===== config.mk =====
export PLATFORM = sky130hd
export DESIGN_NAME = trace_capture_unit_flat
export DESIGN_NICKNAME = d
export VERILOG_FILES = /design/src/rtl/trace_if.sv /design/src/rtl/trace_capture_unit.sv /design/src/flat_wrapper.sv
export SDC_FILE = /design/constraint.sdc
export NUM_CORES = 1
export LEC_CHECK = 0
export CAP_MARGIN = 0
export CORE_ASPECT_RATIO = 1.5
export CORE_UTILIZATION = 52
export CTS_CLUSTER_SIZE = 30
export DETAILED_ROUTE_END_ITERATION = 8
export HOLD_SLACK_MARGIN = 0.06
export PLACE_DENSITY = 0.72
export RECOVER_POWER = 25
export SLEW_MARGIN = 20
export SYNTH_ARGS = -nofsm -noshare
export SYNTH_HDL_FRONTEND = slang
export SYNTH_SLANG_ARGS = --single-unit

===== constraint.sdc =====
create_clock -name clk -period 9.5 [get_ports clk]
set_input_delay 1.425 -clock clk [delete_from_list [all_inputs] [get_ports clk]]
set_output_delay 1.425 -clock clk [all_outputs]
set_load 0.02 [all_outputs]

===== src/rtl/trace_if.sv =====
// Commit-trace bus: retire-side capture port plus first-word-fall-through drain port.
// Latency: n/a (wiring only).
// Backpressure: drain side uses rd_valid/rd_ready; commit side cannot be stalled.
interface trace_if #(
    parameter int PC_WIDTH       = 32,
    parameter int DATA_WIDTH     = 32,
    parameter int REG_ADDR_WIDTH = 4,
    parameter int STAMP_WIDTH    = 16
);
    logic                      commit_valid;
    logic [PC_WIDTH-1:0]       commit_pc;
    logic                      commit_we;
    logic [REG_ADDR_WIDTH-1:0] commit_rd;
    logic [DATA_WIDTH-1:0]     commit_wdata;

    logic                      rd_valid;
    logic                      rd_ready;
    logic [PC_WIDTH-1:0]       rd_pc;
    logic                      rd_we;
    logic [REG_ADDR_WIDTH-1:0] rd_rd;
    logic [DATA_WIDTH-1:0]     rd_wdata;
    logic [STAMP_WIDTH-1:0]    rd_stamp;

    modport master (
        output commit_valid, commit_pc, commit_we, commit_rd, commit_wdata, rd_ready,
        input  rd_valid, rd_pc, rd_we, rd_rd, rd_wdata, rd_stamp
    );

    modport slave (
        input  commit_valid, commit_pc, commit_we, commit_rd, commit_wdata, rd_ready,
        output rd_valid, rd_pc, rd_we, rd_rd, rd_wdata, rd_stamp
    );
endinterface


===== src/rtl/trace_capture_unit.sv =====
// Commit-trace buffer: captures retired instructions in fill-stop or ring mode with PC trigger.
// Latency: a captured entry is visible the cycle after its commit; drain head is fall-through.
// Backpressure: head holds while rd_ready is low; commits are never stalled, only dropped when not capturing.
module trace_capture_unit #(
    parameter int PC_WIDTH       = 32,
    parameter int DATA_WIDTH     = 32,
    parameter int REG_ADDR_WIDTH = 4,
    parameter int DEPTH          = 8,
    parameter int STAMP_WIDTH    = 16,
    localparam int AW            = $clog2(DEPTH),
    localparam int CW            = AW + 1
) (
    input  logic                clk,
    input  logic                reset,
    trace_if.slave              tif,
    input  logic                cfg_mode,
    input  logic                cfg_trig_en,
    input  logic [PC_WIDTH-1:0] cfg_trig_pc,
    input  logic [CW-1:0]       cfg_post_count,
    input  logic                arm,
    input  logic                stop,
    output logic [1:0]          state,
    output logic [CW-1:0]       count,
    output logic                overflow,
    output logic                triggered
);
    typedef enum logic [1:0] {S_IDLE = 2'd0, S_ARMED = 2'd1, S_POST = 2'd2, S_DONE = 2'd3} state_t;

    typedef struct packed {
        logic [PC_WIDTH-1:0]       pc;
        logic                      we;
        logic [REG_ADDR_WIDTH-1:0] rd;
        logic [DATA_WIDTH-1:0]     wdata;
        logic [STAMP_WIDTH-1:0]    stamp;
    } entry_t;

    entry_t                 mem [DEPTH];
    state_t                 st_q, st_d;
    logic [AW-1:0]          wr_ptr_q, rd_ptr_q;
    logic [CW-1:0]          cnt_q, post_q, post_d;
    logic                   ovf_q, trig_q;
    logic [STAMP_WIDTH-1:0] stamp_q;
    logic                   capture, hit, pop, full;

    always_comb begin
        st_d    = st_q;
        post_d  = post_q;
        capture = 1'b0;
        hit     = 1'b0;
        pop     = 1'b0;
        full    = (cnt_q == CW'(DEPTH));
        unique case (st_q)
            S_IDLE: begin
            end
            S_ARMED: begin
                capture = tif.commit_valid;
                hit     = capture && cfg_trig_en && (tif.commit_pc == cfg_trig_pc);
                if (hit) begin
                    post_d = cfg_post_count;
                    st_d   = (cfg_post_count == '0) ? S_DONE : S_POST;
                end
                // Fill-stop full wins over entering POST on the same edge.
                if (capture && !cfg_mode && cnt_q == CW'(DEPTH - 1)) st_d = S_DONE;
                if (stop) st_d = S_DONE;
            end
            S_POST: begin
                capture = tif.commit_valid;
                if (capture) begin
                    post_d = post_q - 1'b1;
                    if (post_q == CW'(1)) st_d = S_DONE;
                    if (!cfg_mode && cnt_q == CW'(DEPTH - 1)) st_d = S_DONE;
                end
                if (stop) st_d = S_DONE;
            end
            S_DONE: begin
                pop = (cnt_q != '0) && tif.rd_ready;
                if (cnt_q == '0 || (pop && cnt_q == CW'(1))) st_d = S_IDLE;
            end
        endcase
        if (arm) st_d = S_ARMED;
    end

    always_ff @(posedge clk or negedge reset) begin
        if (!reset) begin
            st_q     <= S_IDLE;
            wr_ptr_q <= '0;
            rd_ptr_q <= '0;
            cnt_q    <= '0;
            post_q   <= '0;
            ovf_q    <= 1'b0;
            trig_q   <= 1'b0;
            stamp_q  <= '0;
        end else begin
            st_q    <= st_d;
            post_q  <= post_d;
            stamp_q <= stamp_q + 1'b1;
            if (arm) begin
                wr_ptr_q <= '0;
                rd_ptr_q <= '0;
                cnt_q    <= '0;
                ovf_q    <= 1'b0;
                trig_q   <= 1'b0;
            end else begin
                if (capture) begin
                    wr_ptr_q <= wr_ptr_q + 1'b1;
                    // A capture into a full buffer drops the oldest entry.
                    if (full) begin
                        rd_ptr_q <= rd_ptr_q + 1'b1;
                        ovf_q    <= 1'b1;
                    end else begin
                        cnt_q <= cnt_q + 1'b1;
                    end
                end
                if (hit) trig_q <= 1'b1;
                if (pop) begin
                    rd_ptr_q <= rd_ptr_q + 1'b1;
                    cnt_q    <= cnt_q - 1'b1;
                end
            end
        end
    end

    always_ff @(posedge clk) begin
        if (capture && !arm) begin
            mem[wr_ptr_q] <= '{pc: tif.commit_pc, we: tif.commit_we, rd: tif.commit_rd,
                               wdata: tif.commit_wdata, stamp: stamp_q};
        end
    end

    assign tif.rd_valid = (st_q == S_DONE) && (cnt_q != '0);
    assign tif.rd_pc    = mem[rd_ptr_q].pc;
    assign tif.rd_we    = mem[rd_ptr_q].we;
    assign tif.rd_rd    = mem[rd_ptr_q].rd;
    assign tif.rd_wdata = mem[rd_ptr_q].wdata;
    assign tif.rd_stamp = mem[rd_ptr_q].stamp;

    assign state     = st_q;
    assign count     = cnt_q;
    assign overflow  = ovf_q;
    assign triggered = trig_q;
endmodule


===== src/flat_wrapper.sv =====
// flat-port wrapper written by rule: the top's interface ports become plain ports
module trace_capture_unit_flat 
#(
    parameter int PC_WIDTH       = 32,
    parameter int DATA_WIDTH     = 32,
    parameter int REG_ADDR_WIDTH = 4,
    parameter int DEPTH          = 8,
    parameter int STAMP_WIDTH    = 16,
    localparam int AW            = $clog2(DEPTH),
    localparam int CW            = AW + 1
)
  (clk, reset, cfg_mode, cfg_trig_en, cfg_trig_pc, cfg_post_count, arm, stop, state, count, overflow, triggered, tif_commit_valid, tif_commit_pc, tif_commit_we, tif_commit_rd, tif_commit_wdata, tif_rd_ready, tif_rd_valid, tif_rd_pc, tif_rd_we, tif_rd_rd, tif_rd_wdata, tif_rd_stamp);
  trace_if #(.PC_WIDTH(PC_WIDTH), .DATA_WIDTH(DATA_WIDTH), .REG_ADDR_WIDTH(REG_ADDR_WIDTH), .STAMP_WIDTH(STAMP_WIDTH)) tif_i ();
  input  logic clk;
  input  logic reset;
  input  logic cfg_mode;
  input  logic cfg_trig_en;
  input  logic [PC_WIDTH-1:0] cfg_trig_pc;
  input  logic [CW-1:0] cfg_post_count;
  input  logic arm;
  input  logic stop;
  output logic [1:0] state;
  output logic [CW-1:0] count;
  output logic overflow;
  output logic triggered;
  input wire logic [$bits(tif_i.commit_valid)-1:0] tif_commit_valid;
  input wire logic [$bits(tif_i.commit_pc)-1:0] tif_commit_pc;
  input wire logic [$bits(tif_i.commit_we)-1:0] tif_commit_we;
  input wire logic [$bits(tif_i.commit_rd)-1:0] tif_commit_rd;
  input wire logic [$bits(tif_i.commit_wdata)-1:0] tif_commit_wdata;
  input wire logic [$bits(tif_i.rd_ready)-1:0] tif_rd_ready;
  output wire logic [$bits(tif_i.rd_valid)-1:0] tif_rd_valid;
  output wire logic [$bits(tif_i.rd_pc)-1:0] tif_rd_pc;
  output wire logic [$bits(tif_i.rd_we)-1:0] tif_rd_we;
  output wire logic [$bits(tif_i.rd_rd)-1:0] tif_rd_rd;
  output wire logic [$bits(tif_i.rd_wdata)-1:0] tif_rd_wdata;
  output wire logic [$bits(tif_i.rd_stamp)-1:0] tif_rd_stamp;
  assign tif_i.commit_valid = tif_commit_valid;
  assign tif_i.commit_pc = tif_commit_pc;
  assign tif_i.commit_we = tif_commit_we;
  assign tif_i.commit_rd = tif_commit_rd;
  assign tif_i.commit_wdata = tif_commit_wdata;
  assign tif_i.rd_ready = tif_rd_ready;
  assign tif_rd_valid = tif_i.rd_valid;
  assign tif_rd_pc = tif_i.rd_pc;
  assign tif_rd_we = tif_i.rd_we;
  assign tif_rd_rd = tif_i.rd_rd;
  assign tif_rd_wdata = tif_i.rd_wdata;
  assign tif_rd_stamp = tif_i.rd_stamp;
  trace_capture_unit #(.PC_WIDTH(PC_WIDTH), .DATA_WIDTH(DATA_WIDTH), .REG_ADDR_WIDTH(REG_ADDR_WIDTH), .DEPTH(DEPTH), .STAMP_WIDTH(STAMP_WIDTH)) u_core (.clk(clk), .reset(reset), .tif(tif_i), .cfg_mode(cfg_mode), .cfg_trig_en(cfg_trig_en), .cfg_trig_pc(cfg_trig_pc), .cfg_post_count(cfg_post_count), .arm(arm), .stop(stop), .state(state), .count(count), .overflow(overflow), .triggered(triggered));
endmodule

==> reports/qor_table.md, run 1 <==
| Parameter | Value |
| --- | --- |
| Detailed Route Iter0 Violations | 954 |
| Count of antenna diodes in the layout | 0 |
| Area of the core | 0.05271 mm² |
| Final Hold Viols | 0 |
| Clock skew after layout | 0.02430 ns |
| Share of the yosys chip area belonging to registers | 76.59% |
| Async set-reset flop share out of synthesis | 4.762% |
| Number of design rule violations left after detail routing | 0 |
| Setup repair after global routing missed its margin | no |
| Start point of the worst hold path | u_core.overflow |
| Max Fclk | 195.2 MHz |
| Inserted Clock Buffers | 60 |
| CP Data Arrival Time | 3.70 ns |
| Dominant synthesized flop cell | sky130_fd_sc_hd__edfxtp_1 |
| Reported max-cap violation count | 1 |
| Combinational share of power | 18.0% |
| GRT Residual Overflow | 0 |
| Finished layout cell area | 0.03269 mm² |
| Worst R2R End | u_core.mem[5][60] |
| Root buf cell | sky130_fd_sc_hd__clkbuf_16 |
| Commonest non-fill, non-tap cell in the layout | sky130_fd_sc_hd__edfxtp_1 |
| Die outline area | 0.05435 mm² |
| Drt total wl | 55970 µm |
| Post-synthesis net count | 1363 |
| Worst Max-Slew Pin Slew | 2.122 ns |
| Detail Route Antenna Nets | 0 |
| Min Tclk post-route | 5.122 ns |
| Clock tree from TritonCTS | built |
| Required time of the worst setup path | 8.08 ns |
| Share of the clock period used by the worst path | 53.91% |
| # clock sinks | 714 |
| Vertical extent of the die | 285.0 µm |
| Commonest cells after routing, fill and taps aside | sky130_fd_sc_hd__edfxtp_1, sky130_fd_sc_hd__clkdlybuf4s50_1, sky130_fd_sc_hd__mux4_2, sky130_fd_sc_hd__mux2_2, sky130_fd_sc_hd__clkbuf_16 |
| Setup slack on the worst flop-to-flop path | 5.65 ns |
| Vias | 12920 |
| Overall routing resource usage | 21.02% |
| Starting Density | 52.69% |
| Failing checks | max-capacitance violations, max-slew violations |
| Worst-skew pair later-pin latency | 0.60 ns |
| Clock share of power | 33.0% |
| Critical path type | reg -> out |
| Routed wire length per instance | 25.44 µm |
| Crit path launch type | flip-flop |
| Mapped Cells | 1238 |
| Placer congestion estimate | 0.7909 |
| Vias per std cell | 5.870 |
| Detailed Routing Iterations Pass 1 | 5 |
| Number of synthesized register bits | 714 |
| Hold Path Depth | 2 |
| Worst setup margin | 4.378 ns |
| Slew margin rel. | -41.49% |
| Worst Hold Path EP | u_core.overflow |
| LEAKAGE | 0.01030 µW |
| Number of max-slew violations in the final report | 35 |
| Number of resized instances in the post-cts repair step | 0 |
| Number of levels in the clock H-tree | 2 |
| Total of hold buffers inserted after clock tree synthesis | 0 |
| Syn_area_per_cell | 22.43 µm² |
| Post-synth EDFFs | 680 |
| Worst R2R Path Depth | 6 |
| Number of nets in the final layout | 1595 |
| Layout area overhead | 17.70% |
| HPWL reported at the end of detailed placement | 31490 µm |
| Type of the tightest min-delay check | reg -> reg |
| Buffers from clock root to sink, at most | 3 |
| Status | finished with violations |
| Switching power share of the total | 24.18% |
| Power density over cell area | 227.6 mW/mm² |
| Ports placed on the boundary | 207 |
| Setup bufs post-CTS | 0 |
| Endpoint class of the critical path | output pin |
| Worst voltage drop across the vdd grid | 0.1617 mV |
| Finish-stage setup viols | 0 |
| Clock edge transition at the registers on the reported setup and hold paths | 0.06 ns |
| Crit path max fanout | 76 |
| Chip Width | 190.7 µm |
| Setup slack at placement | 4.245 ns |
| Number of buffer cells added on primary ports | 206 |
| Number of distinct library cells after synthesis | 54 |
| Reg2reg start | u_core.state[0] |
| Number of global-route vias before repair | 13790 |
| Sequential cell fraction of total power | 49.1% |
| Row Count | 103 |
| Design internal power | 5641 µW |
| Placed Instance Area | 0.03066 mm² |
| Pin count of the biggest net entering global routing | 133 |
| Layout cell share with drive strength beyond 1 | 24.97% |
| First-pass GRT wire length | 83960 µm |
| Synthesized area | 0.02777 mm² |
| Antenna violations before repair | 3 |
| Synthesis Warnings | 0 |
| Final setup TNS | 0 ns |
| Net load switching power | 1799 µW |
layout make-up:
cell class / instances / area [µm²]
fill: 3580 / 20020
clock inverter: 31 / 355.3
clock buffer: 79 / 1613
timing repair buffer: 225 / 2263
sequential: 714 / 21280
inverter: 14 / 52.55
multi-input combinational: 455 / 6267
tap: 682 / 853.3
layer usage:
| layer | global-route usage (%) | routed length [µm] | vias up |
|---|---|---|---|
| li1 | - | - | 5590 |
| met1 | 27.14 | 22060 | 6881 |
| met2 | 36.41 | 29500 | 351 |
| met3 | 3.311 | 2743 | 93 |
| met4 | 6.880 | 1667 | 0 |
| met5 | 0 | 0 | - |
state kept, by name, indices dropped and copies added (netlist names):
signal and count:
u_core.count 4, u_core.triggered 1, u_core.wr_ptr_q 3, u_core.state 2
u_core.post_q 4, u_core.overflow 1, u_core.rd_ptr_q 3, u_core.mem 680
u_core.stamp_q 16
worst max path at each step:
| stage | from | end | cells past startpoint |
|---|---|---|---|
| finish | u_core.rd_ptr_q[0] | tif_rd_rd[3] | 5 |
| global route | u_core.rd_ptr_q[0] | tif_rd_pc[6] | 5 |
| CTS | u_core.rd_ptr_q[0] | tif_rd_rd[3] | 4 |
| detailed placement | tif_commit_valid | u_core.mem[5][14] | 5 |
| global placement | tif_commit_valid | u_core.mem[5][6] | 5 |
| floorplan | tif_commit_valid | u_core.mem[1][0] | 5 |
stage by stage:
step	util, %	cells	power (µW)	hold WS [ns]
final	62.01	2200	7440	0.5184
after global routing	62.01	2200	7701	0.5541
after CTS	61.91	2198	7507	0.5245
after detailed placement	58.18	2088	5066	0.5059
after global placement	58.18	2088	5044	0.5082
after floorplan	-	1238	4564	0.5389
Yosys cell counts (2+ instances only):
library cell | n | area [µm²]
sky130_fd_sc_hd__edfxtp_1 | 680 | 20420
sky130_fd_sc_hd__mux4_2 | 170 | 3829
sky130_fd_sc_hd__mux2_2 | 85 | 957.2
sky130_fd_sc_hd__clkbuf_1 | 35 | 131.4
sky130_fd_sc_hd__dfrtp_1 | 34 | 850.8
sky130_fd_sc_hd__xor2_1 | 34 | 297.8
sky130_fd_sc_hd__nor2_1 | 26 | 97.59
sky130_fd_sc_hd__nand2_1 | 18 | 67.56
sky130_fd_sc_hd__xnor2_1 | 17 | 148.9
sky130_fd_sc_hd__ha_1 | 12 | 150.1
sky130_fd_sc_hd__inv_1 | 12 | 45.04
sky130_fd_sc_hd__nand3_1 | 12 | 60.06
sky130_fd_sc_hd__a21oi_1 | 10 | 50.05
sky130_fd_sc_hd__buf_1 | 9 | 33.78
sky130_fd_sc_hd__buf_2 | 9 | 45.04
sky130_fd_sc_hd__o21ai_0 | 8 | 40.04
sky130_fd_sc_hd__and3_1 | 6 | 37.54
sky130_fd_sc_hd__nor4_1 | 6 | 37.54
sky130_fd_sc_hd__a31oi_1 | 4 | 25.02
sky130_fd_sc_hd__a211oi_1 | 3 | 22.52
sky130_fd_sc_hd__a221oi_1 | 3 | 26.28
sky130_fd_sc_hd__mux2i_1 | 3 | 30.03
sky130_fd_sc_hd__nand2b_1 | 3 | 18.77
sky130_fd_sc_hd__nor2b_1 | 3 | 18.77
sky130_fd_sc_hd__nor3_1 | 3 | 15.01
sky130_fd_sc_hd__and2_1 | 2 | 12.51
sky130_fd_sc_hd__clkinv_1 | 2 | 7.510
sky130_fd_sc_hd__mux2_1 | 2 | 22.52
sky130_fd_sc_hd__o22ai_1 | 2 | 12.51
worst max-delay path, stage by stage (launching register included):
cell and delay, ns:
sky130_fd_sc_hd__dfrtp_4 0.69, sky130_fd_sc_hd__buf_12 0.38, sky130_fd_sc_hd__buf_16 0.50, sky130_fd_sc_hd__mux4_2 0.58
sky130_fd_sc_hd__mux2_2 0.32, sky130_fd_sc_hd__clkdlybuf4s50_1 0.55
logic make-up after synthesis:
family                     after synthesis  share of synthesized area, %
AOI/OAI and AO/OA                       42                         1.009
xor gates and xnor gates                51                         1.608
adders and majority gates               12                        0.5406
buffers and inverters                   69                         1.036
DFF                                    714                         76.59
muxes                                  260                         17.42
and+or+nand+nor                         90                         1.789
power by group through the flow:
| stage | clock [µW] | combinational [µW] | sequential (µW) |
|---|---|---|---|
| 4_1_cts | 2500 | 1330 | 3670 |
| 6_report | 2450 | 1340 | 3650 |
| 2_1_floorplan | 0 | 846 | 3720 |
| 3_3_place_gp | 0 | 1310 | 3730 |
| 5_1_grt | 2610 | 1430 | 3660 |
| 3_5_place_dp | 0 | 1320 | 3740 |
Power figures use the tool's default switching activity.
==> run 2: changes to the inputs <==
PLACE_DENSITY = 0.75   (was 0.72)
clock period = 4.4 ns   (was 9.5 ns; I/O delays follow)
==> run 2 against run 1 <==
The run still ends with max-capacitance violations, max-slew violations left. Combinational power increased by 120%. Power rose by 120%. Die area stayed put. Sequential power up 120%. Sequential cell count stayed put. Wire length hardly changed. Largest cell class unchanged. Largest power group unchanged.
==> reports/qor_table.md, run 2 (same netlist as run 1, synthesis figures left out) <==
| Parameter | Value | Delta |
| --- | --- | --- |
| Min Tclk post-route | 3.882 ns |  |
| Drt total wl | 56010 µm | about the same |
| LEAKAGE | 0.01051 µW | +2.0% |
| Launch point of the worst path | u_core.rd_ptr_q[0] |  |
| Detail Route Antenna Nets | 0 | unchanged |
| Routed wire length per instance | 25.09 µm | -1.4% |
| Number of cells after detailed placement | 2112 | +1.1% |
| Overall routing resource usage | 21.05% | +0.026 points |
| Number of levels in the clock H-tree | 2 | unchanged |
| Root buf cell | sky130_fd_sc_hd__clkbuf_16 |  |
| Power density over cell area | 489.2 mW/mm² | +110% |
| Number of global-route vias before repair | 14050 | +1.9% |
| Number of flip-flops in the largest register | 680 | unchanged |
| Vertical extent of the die | 285.0 µm | unchanged |
| Total of hold buffers inserted after clock tree synthesis | 0 | unchanged |
| Status | finished with violations |  |
| Worst Max-Slew Pin Slew | 2.096 ns | -0.02636 ns |
| HPWL reported at the end of detailed placement | 32870 µm | +4.4% |
| Ports placed on the boundary | 207 | unchanged |
| Reg2reg start | u_core.state[0] |  |
| Reported max-cap violation count | 1 | unchanged |
| Share of the clock period used by the worst path | 88.22% |  |
| Number of nets in the final layout | 1618 | +1.4% |
| Area of the multi-input gates | 0.006280 mm² | +0.20% |
| Finished layout cell area | 0.03329 mm² | +1.8% |
| Vias | 13070 | +1.2% |
| Placed Instance Area | 0.03122 mm² | +1.8% |
| Buffers from clock root to sink, at most | 3 | unchanged |
| Placer congestion estimate | 0.7880 | -0.37% |
| Crit path max fanout | 26 | -66% |
| Clock edge transition at the registers on the reported setup and hold paths | 0.07 ns | about the same |
| Number of buffer cells added on primary ports | 206 | unchanged |
| Start point of the worst hold path | u_core.triggered |  |
| Clock skew after layout | 0.01547 ns | -0.008825 ns |
| Family with the most delay on the worst path | buffers and inverters |  |
| Worst-skew pair later-pin latency | 0.60 ns | about the same |
| Post-layout instance count excluding filler cells | 2232 | +1.5% |
| Vias per std cell | 5.854 | -0.27% |
| Detailed Routing Iterations Pass 1 | 4 | -1 |
| Slew margin rel. | -39.73% | +1.8 points |
| Setup bufs post-CTS | 0 | unchanged |
| Antenna violations before repair | 9 | +6 |
| Critical path's slowest cell | sky130_fd_sc_hd__dfrtp_4 |  |
| First-pass GRT wire length | 84780 µm | +0.98% |
| Commonest non-fill, non-tap cell in the layout | sky130_fd_sc_hd__edfxtp_1 |  |
| Finish-stage setup viols | 0 | unchanged |
| Area of the core | 0.05271 mm² | unchanged |
| Post-layout utilization of the core | 63.16% | +1.1 points |
| Layout cell share with drive strength beyond 1 | 26.17% | +1.2 points |
| Die outline area | 0.05435 mm² | unchanged |
| Failing checks | max-capacitance violations, max-slew violations |  |
| Number of max-slew violations in the final report | 35 | unchanged |
| Worst hold slack | 0.5304 ns | +0.01195 ns |
| Worst voltage drop across the vdd grid | 0.3308 mV | +100% |
| Endpoint class of the critical path | output pin |  |
| Slowest cell delay on critical path | 0.81 ns | +0.12 ns |
| Final Hold Viols | 0 | unchanged |
| Commonest cells after routing, fill and taps aside | sky130_fd_sc_hd__edfxtp_1, sky130_fd_sc_hd__clkdlybuf4s50_1, sky130_fd_sc_hd__mux4_2, sky130_fd_sc_hd__mux2_2, sky130_fd_sc_hd__clkbuf_16 |  |
| Pin count of the biggest net entering global routing | 86 | -35% |
| Biggest registers after layout | u_core.mem x680, u_core.stamp_q x16 |  |
| Starting Density | 52.69% | unchanged |
| Chip Width | 190.7 µm | unchanged |
| Inserted Clock Buffers | 61 | +1.7% |
| Chain of cells forming the critical path | buf_4 -> mux4_2 -> mux2_2 -> clkdlybuf4s50_1 |  |
| Max Fclk | 257.6 MHz |  |
| Required time of the worst setup path | 3.74 ns | -4.34 ns |
| Setup slack at placement | 0.8357 ns | -3.409 ns |
| Number of resized instances in the post-cts repair step | 0 | unchanged |
| Storage cell area | 0.02128 mm² | unchanged |
| Crit path launch type | flip-flop |  |
| Setup repair after global routing missed its margin | no |  |
| Layout area overhead | 19.87% |  |
| GRT Residual Overflow | 0 | unchanged |
| Clock tree from TritonCTS | built |  |
| Detailed Route Iter0 Violations | 890 | -6.7% |
| # clock sinks | 714 | unchanged |
| Critical path type | reg -> out |  |
| CP Data Arrival Time | 3.22 ns | -0.48 ns |
| Register with the highest flop count | u_core.mem |  |
| Worst setup margin | 0.5182 ns | -3.860 ns |
| Row Count | 103 | unchanged |
| Number of design rule violations left after detail routing | 0 | unchanged |
| Fill count | 3502 | -2.2% |
| Type of the tightest min-delay check | reg -> reg |  |
| Count of buffering cells on the critical path with inverters included | 2 | -1 |
## run 2: cell types whose count changed in the layout (fill, tap and decap cells not counted), moves of 3 or more
cell                         change
sky130_fd_sc_hd__clkinv_1        +3
sky130_fd_sc_hd__clkinvlp_4      +3
sky130_fd_sc_hd__clkbuf_1        -5
sky130_fd_sc_hd__buf_12         +29
sky130_fd_sc_hd__clkbuf_16       +3
sky130_fd_sc_hd__buf_4           -5
sky130_fd_sc_hd__diode_2        +10
sky130_fd_sc_hd__clkbuf_8        -4
## run 2: through the flow
step / setup TNS, ns / total power, µW
after floorplan: -714.62 / 9832
after global placement: 0 / 10960
after detailed placement: 0 / 11020
after CTS: 0 / 16460
after global routing: 0 / 16840
final: 0 / 16280
## run 2: final timing paths
path | endpoint | slack [ns] | cells past startpoint
worst min-delay path | u_core.triggered | 0.53 | 2
min in group asynchronous | u_core.stamp_q[7] | 0.66 | 1
worst min register to register | u_core.triggered | 0.53 | 2
worst max-delay path | tif_rd_stamp[13] | 0.52 | 4
worst max register to register | u_core.mem[7][52] | 1.47 | 6
max in group asynchronous | u_core.rd_ptr_q[1] | 2.26 | 1
## run 2: report_power, final
part           internal [µW]  switching, µW
registers               7730            164
clock network           3140           2320
logic                   1510           1420
## run 2: metal layers
metal | track usage [%] | routed length [µm] | vias to the layer above
li1 | - | - | 5669
met1 | 27.30 | 22440 | 6954
met2 | 36.51 | 29570 | 345
met3 | 2.929 | 2376 | 97
met4 | 7.080 | 1606 | 2
met5 | 0 | 17 | -
## run 2: worst min-delay path, cell delays in order, from the launching register on
cell and delay [ns]:
sky130_fd_sc_hd__dfrtp_1 0.37, sky130_fd_sc_hd__a31oi_1 0.05, sky130_fd_sc_hd__nor2_1 0.07
## run 2: layout make-up
| class | count | share of cell area [%] |
|---|---|---|
| flip-flops and latches | 714 | 63.93 |
| multi-input cells | 455 | 18.86 |
| repair buffers | 247 | 8.265 |
| clock buffers | 73 | 4.849 |
| well taps | 682 | 2.563 |
| clock inverters | 37 | 1.297 |
| inverters | 14 | 0.1579 |
| diodes | 10 | 0.07517 |
==> run 3: changes to the inputs <==
ABC_CLOCK_PERIOD_IN_PS = 4400   (was not set)
CTS_CLUSTER_DIAMETER = 100   (was not set)
GPL_TIMING_DRIVEN = 0   (was not set)
==> run 3 against run 2 <==
The flow now finishes without violations. Clock skew up 0.0051 ns. Non-clock buffer count rose by 63. Die area unchanged. Critical path depth up 2. Sequential power down 0.8%. Sequential cell count unchanged. Cell count is 0.18% lower. Power fell by 14%. Register-to-register slack got worse by 0.18 ns. Critical path type unchanged. Largest cell class unchanged.
==> reports/qor_table.md, run 3 (same netlist as run 1, synthesis figures left out) <==
| Parameter | Value | Delta |
| --- | --- | --- |
| Worst-skew pair later-pin latency | 0.60 ns | about the same |
| Type of the tightest min-delay check | reg -> reg |  |
| Routed wire length per instance | 25.94 µm | +3.4% |
| Row Count | 103 | unchanged |
| Endpoint class of the critical path | output pin |  |
| Met1 track demand over resource | 28.60% | +1.3 points |
| Worst Hold Path EP | u_core.triggered |  |
| Detailed Route Iter0 Violations | 1210 | +36% |
| Area of the multi-input gates | 0.006280 mm² | unchanged |
| Power density over cell area | 428.7 mW/mm² | -12% |
| Chip Width | 190.7 µm | unchanged |
| Logic depth of the worst setup path including buffers | 6 | +2 |
| Hold Path Depth | 2 | unchanged |
| Detailed Routing Iterations Pass 1 | 5 | +1 |
| Required time of the worst setup path | 3.74 ns | about the same |
| Die outline area | 0.05435 mm² | unchanged |
| First-pass GRT wire length | 85730 µm | +1.1% |
| Family with the most delay on the worst path | buffers and inverters |  |
| Start point of the worst hold path | u_core.triggered |  |
| Antenna violations before repair | 5 | -4 |
| Number of nets in the final layout | 1647 | +1.8% |
| Buffers from clock root to sink, at most | 3 | unchanged |
| Slew margin rel. | 29.39% | +69 points |
| Finish-stage setup viols | 0 | unchanged |
| Count of buffering cells on the critical path with inverters included | 4 | +2 |
| Number of design rule violations left after detail routing | 0 | unchanged |
| Worst R2R Path Depth | 9 | +3 |
| Biggest registers after layout | u_core.mem x680, u_core.stamp_q x16 |  |
| Status | complete, no violations |  |
| Number of max-slew violations in the final report | 0 | -100% |
| Starting Density | 52.69% | unchanged |
| HPWL reported at the end of detailed placement | 39180 µm | +19% |
| Placer congestion estimate | 0.7799 | -1.0% |
| Vias | 13190 | +0.97% |
| Clock edge transition at the registers on the reported setup and hold paths | 0.12 ns | +0.05 ns |
| Root buf cell | sky130_fd_sc_hd__clkbuf_16 |  |
| Crit path max fanout | 10 | -62% |
| Slowest cell delay on critical path | 0.65 ns | -0.16 ns |
| Inserted Clock Buffers | 27 | -56% |
| Clock tree from TritonCTS | built |  |
| Layout cell share with drive strength beyond 1 | 24.12% | -2.0 points |
| Share of the clock period used by the worst path | 96.21% | +8.0 points |
| Chain of cells forming the critical path | clkbuf_2 -> clkbuf_2 -> clkbuf_4 -> mux4_2 -> mux2_2 -> clkdlybuf4s50_1 |  |
| Finished layout cell area | 0.03265 mm² | -1.9% |
| Max Fclk | 236.2 MHz | -8.3% |
| CP Data Arrival Time | 3.57 ns | +0.35 ns |
| Layout area overhead | 17.55% |  |
| Register with the highest flop count | u_core.mem |  |
| Reported max-cap violation count | 0 | -1 |
| Reg2reg start | u_core.state[0] |  |
| Vertical extent of the die | 285.0 µm | unchanged |
| GRT Residual Overflow | 0 | unchanged |
| Min Tclk post-route | 4.233 ns | +0.3514 ns |
| Final Hold Viols | 0 | unchanged |
| Pin count of the biggest net entering global routing | 32 | -63% |
| # clock sinks | 714 | unchanged |
| Crit path launch type | flip-flop |  |
| Clock skew after layout | 0.02057 ns | +0.005093 ns |
| Setup slack on the worst flop-to-flop path | 1.29 ns | -0.18 ns |
| Commonest non-fill, non-tap cell in the layout | sky130_fd_sc_hd__edfxtp_1 |  |
| Met3 track utilization from global routing | 2.880% | -0.049 points |
| Vias per std cell | 5.922 | +1.2% |
| Worst hold slack | 0.5417 ns | +0.01128 ns |
| Critical path's slowest cell | sky130_fd_sc_hd__clkdlybuf4s50_1 |  |
| Critical path type | reg -> out |  |
| Worst voltage drop across the vdd grid | 0.3477 mV | +5.1% |
| Most heavily used metal layer in global routing | met2 |  |
| Area of the core | 0.05271 mm² | unchanged |
| Number of levels in the clock H-tree | 1 | -1 |
| Placed Instance Area | 0.03182 mm² | +1.9% |
| Overall routing resource usage | 21.54% | +0.49 points |
| Worst Max-Slew Pin Slew | 1.059 ns | -1.037 ns |
| Fill count | 3547 | +1.3% |
| Commonest cells after routing, fill and taps aside | sky130_fd_sc_hd__edfxtp_1, sky130_fd_sc_hd__clkdlybuf4s50_1, sky130_fd_sc_hd__mux4_2, sky130_fd_sc_hd__mux2_2, sky130_fd_sc_hd__clkbuf_1 |  |
| Number of buffer cells added on primary ports | 206 | unchanged |
| Detail Route Antenna Nets | 0 | unchanged |
| Drt total wl | 57790 µm | +3.2% |
| LEAKAGE | 0.01022 µW | -2.8% |
| Storage cell area | 0.02127 mm² | about the same |
| GR met2 Demand/Resource | 37.39% | +0.88 points |
| Most frequent CP cell | sky130_fd_sc_hd__clkbuf_2 |  |
| Ports placed on the boundary | 207 | unchanged |
| Worst R2R End | u_core.mem[3][38] |  |
| Number of flip-flops in the largest register | 680 | unchanged |
| Number of global-route vias before repair | 13710 | -2.4% |
[run 3: final cells by class]
class | count | share of cell area (%)
clock buffer | 48 | 2.311
buffer | 55 | 0.8470
tap | 682 | 2.614
inverter | 14 | 0.1610
multi-input combinational | 455 | 19.24
sequential | 714 | 65.16
antenna | 4 | 0.03066
clock inverter | 1 | 0.02683
timing repair buffer | 255 | 9.616
[run 3: through the flow]
stage | total power (µW) | utilization, % | setup WS, ns | TNS (ns) | instances
floorplan | 9832 | - | -1.148 | -714.62 | 1238
global placement | 10990 | 58.24 | -5.514 | -3532.07 | 2126
global route | 14490 | 61.92 | -0.03039 | -0.1644 | 2224
CTS | 14120 | 61.87 | 0.01332 | 0 | 2224
detailed placement | 11120 | 60.37 | 0.1232 | 0 | 2174
finish | 14000 | 61.93 | 0.1667 | 0 | 2228
[run 3: layer usage]
layer | wire (µm) | share of wire (%) | vias up
met3 | 2826 | 4.9 | 95
met2 | 30340 | 52 | 385
li1 | - | - | 5697
met5 | 37 | 0.064 | -
met1 | 23120 | 40 | 7011
met4 | 1471 | 2.5 | 6
[run 3: how the worst max path moves through the flow]
stage / start / end / slack, ns
after floorplan: tif_commit_valid / u_core.mem[7][0] / -1.15
after global placement: tif_commit_valid / u_core.mem[3][27] / -5.51
after detailed placement: u_core.rd_ptr_q[0] / tif_rd_pc[26] / 0.12
after CTS: u_core.rd_ptr_q[1] / tif_rd_pc[29] / 0.01
after global routing: u_core.rd_ptr_q[0] / tif_rd_wdata[0] / -0.03
final: u_core.rd_ptr_q[0] / tif_rd_pc[31] / 0.17
[run 3: worst min-delay path, delay by kind of cell, from the launching register on]
kind,cells,cell delay [ns]
DFF,1,0.39
AOI/OAI and AO/OA,1,0.05
and+or+nand+nor,1,0.07
[run 3: what timing repair did]
action | 4_1_cts | 5_1_grt
endpoints found under the hold margin | 13 | 0
resized for setup | 13 | 13
hold buffers | 1 | 0
buffers inserted | 0 | 0
setup endpoints to repair | 85 | 29
[run 3: power breakdown]
group,leakage (µW),switching [µW],internal [µW]
Sequential,0.00662,112,7720
Clock,0.000362,1870,1180
Combinational,0.00323,1540,1560
Total,0.0102,3530,10500
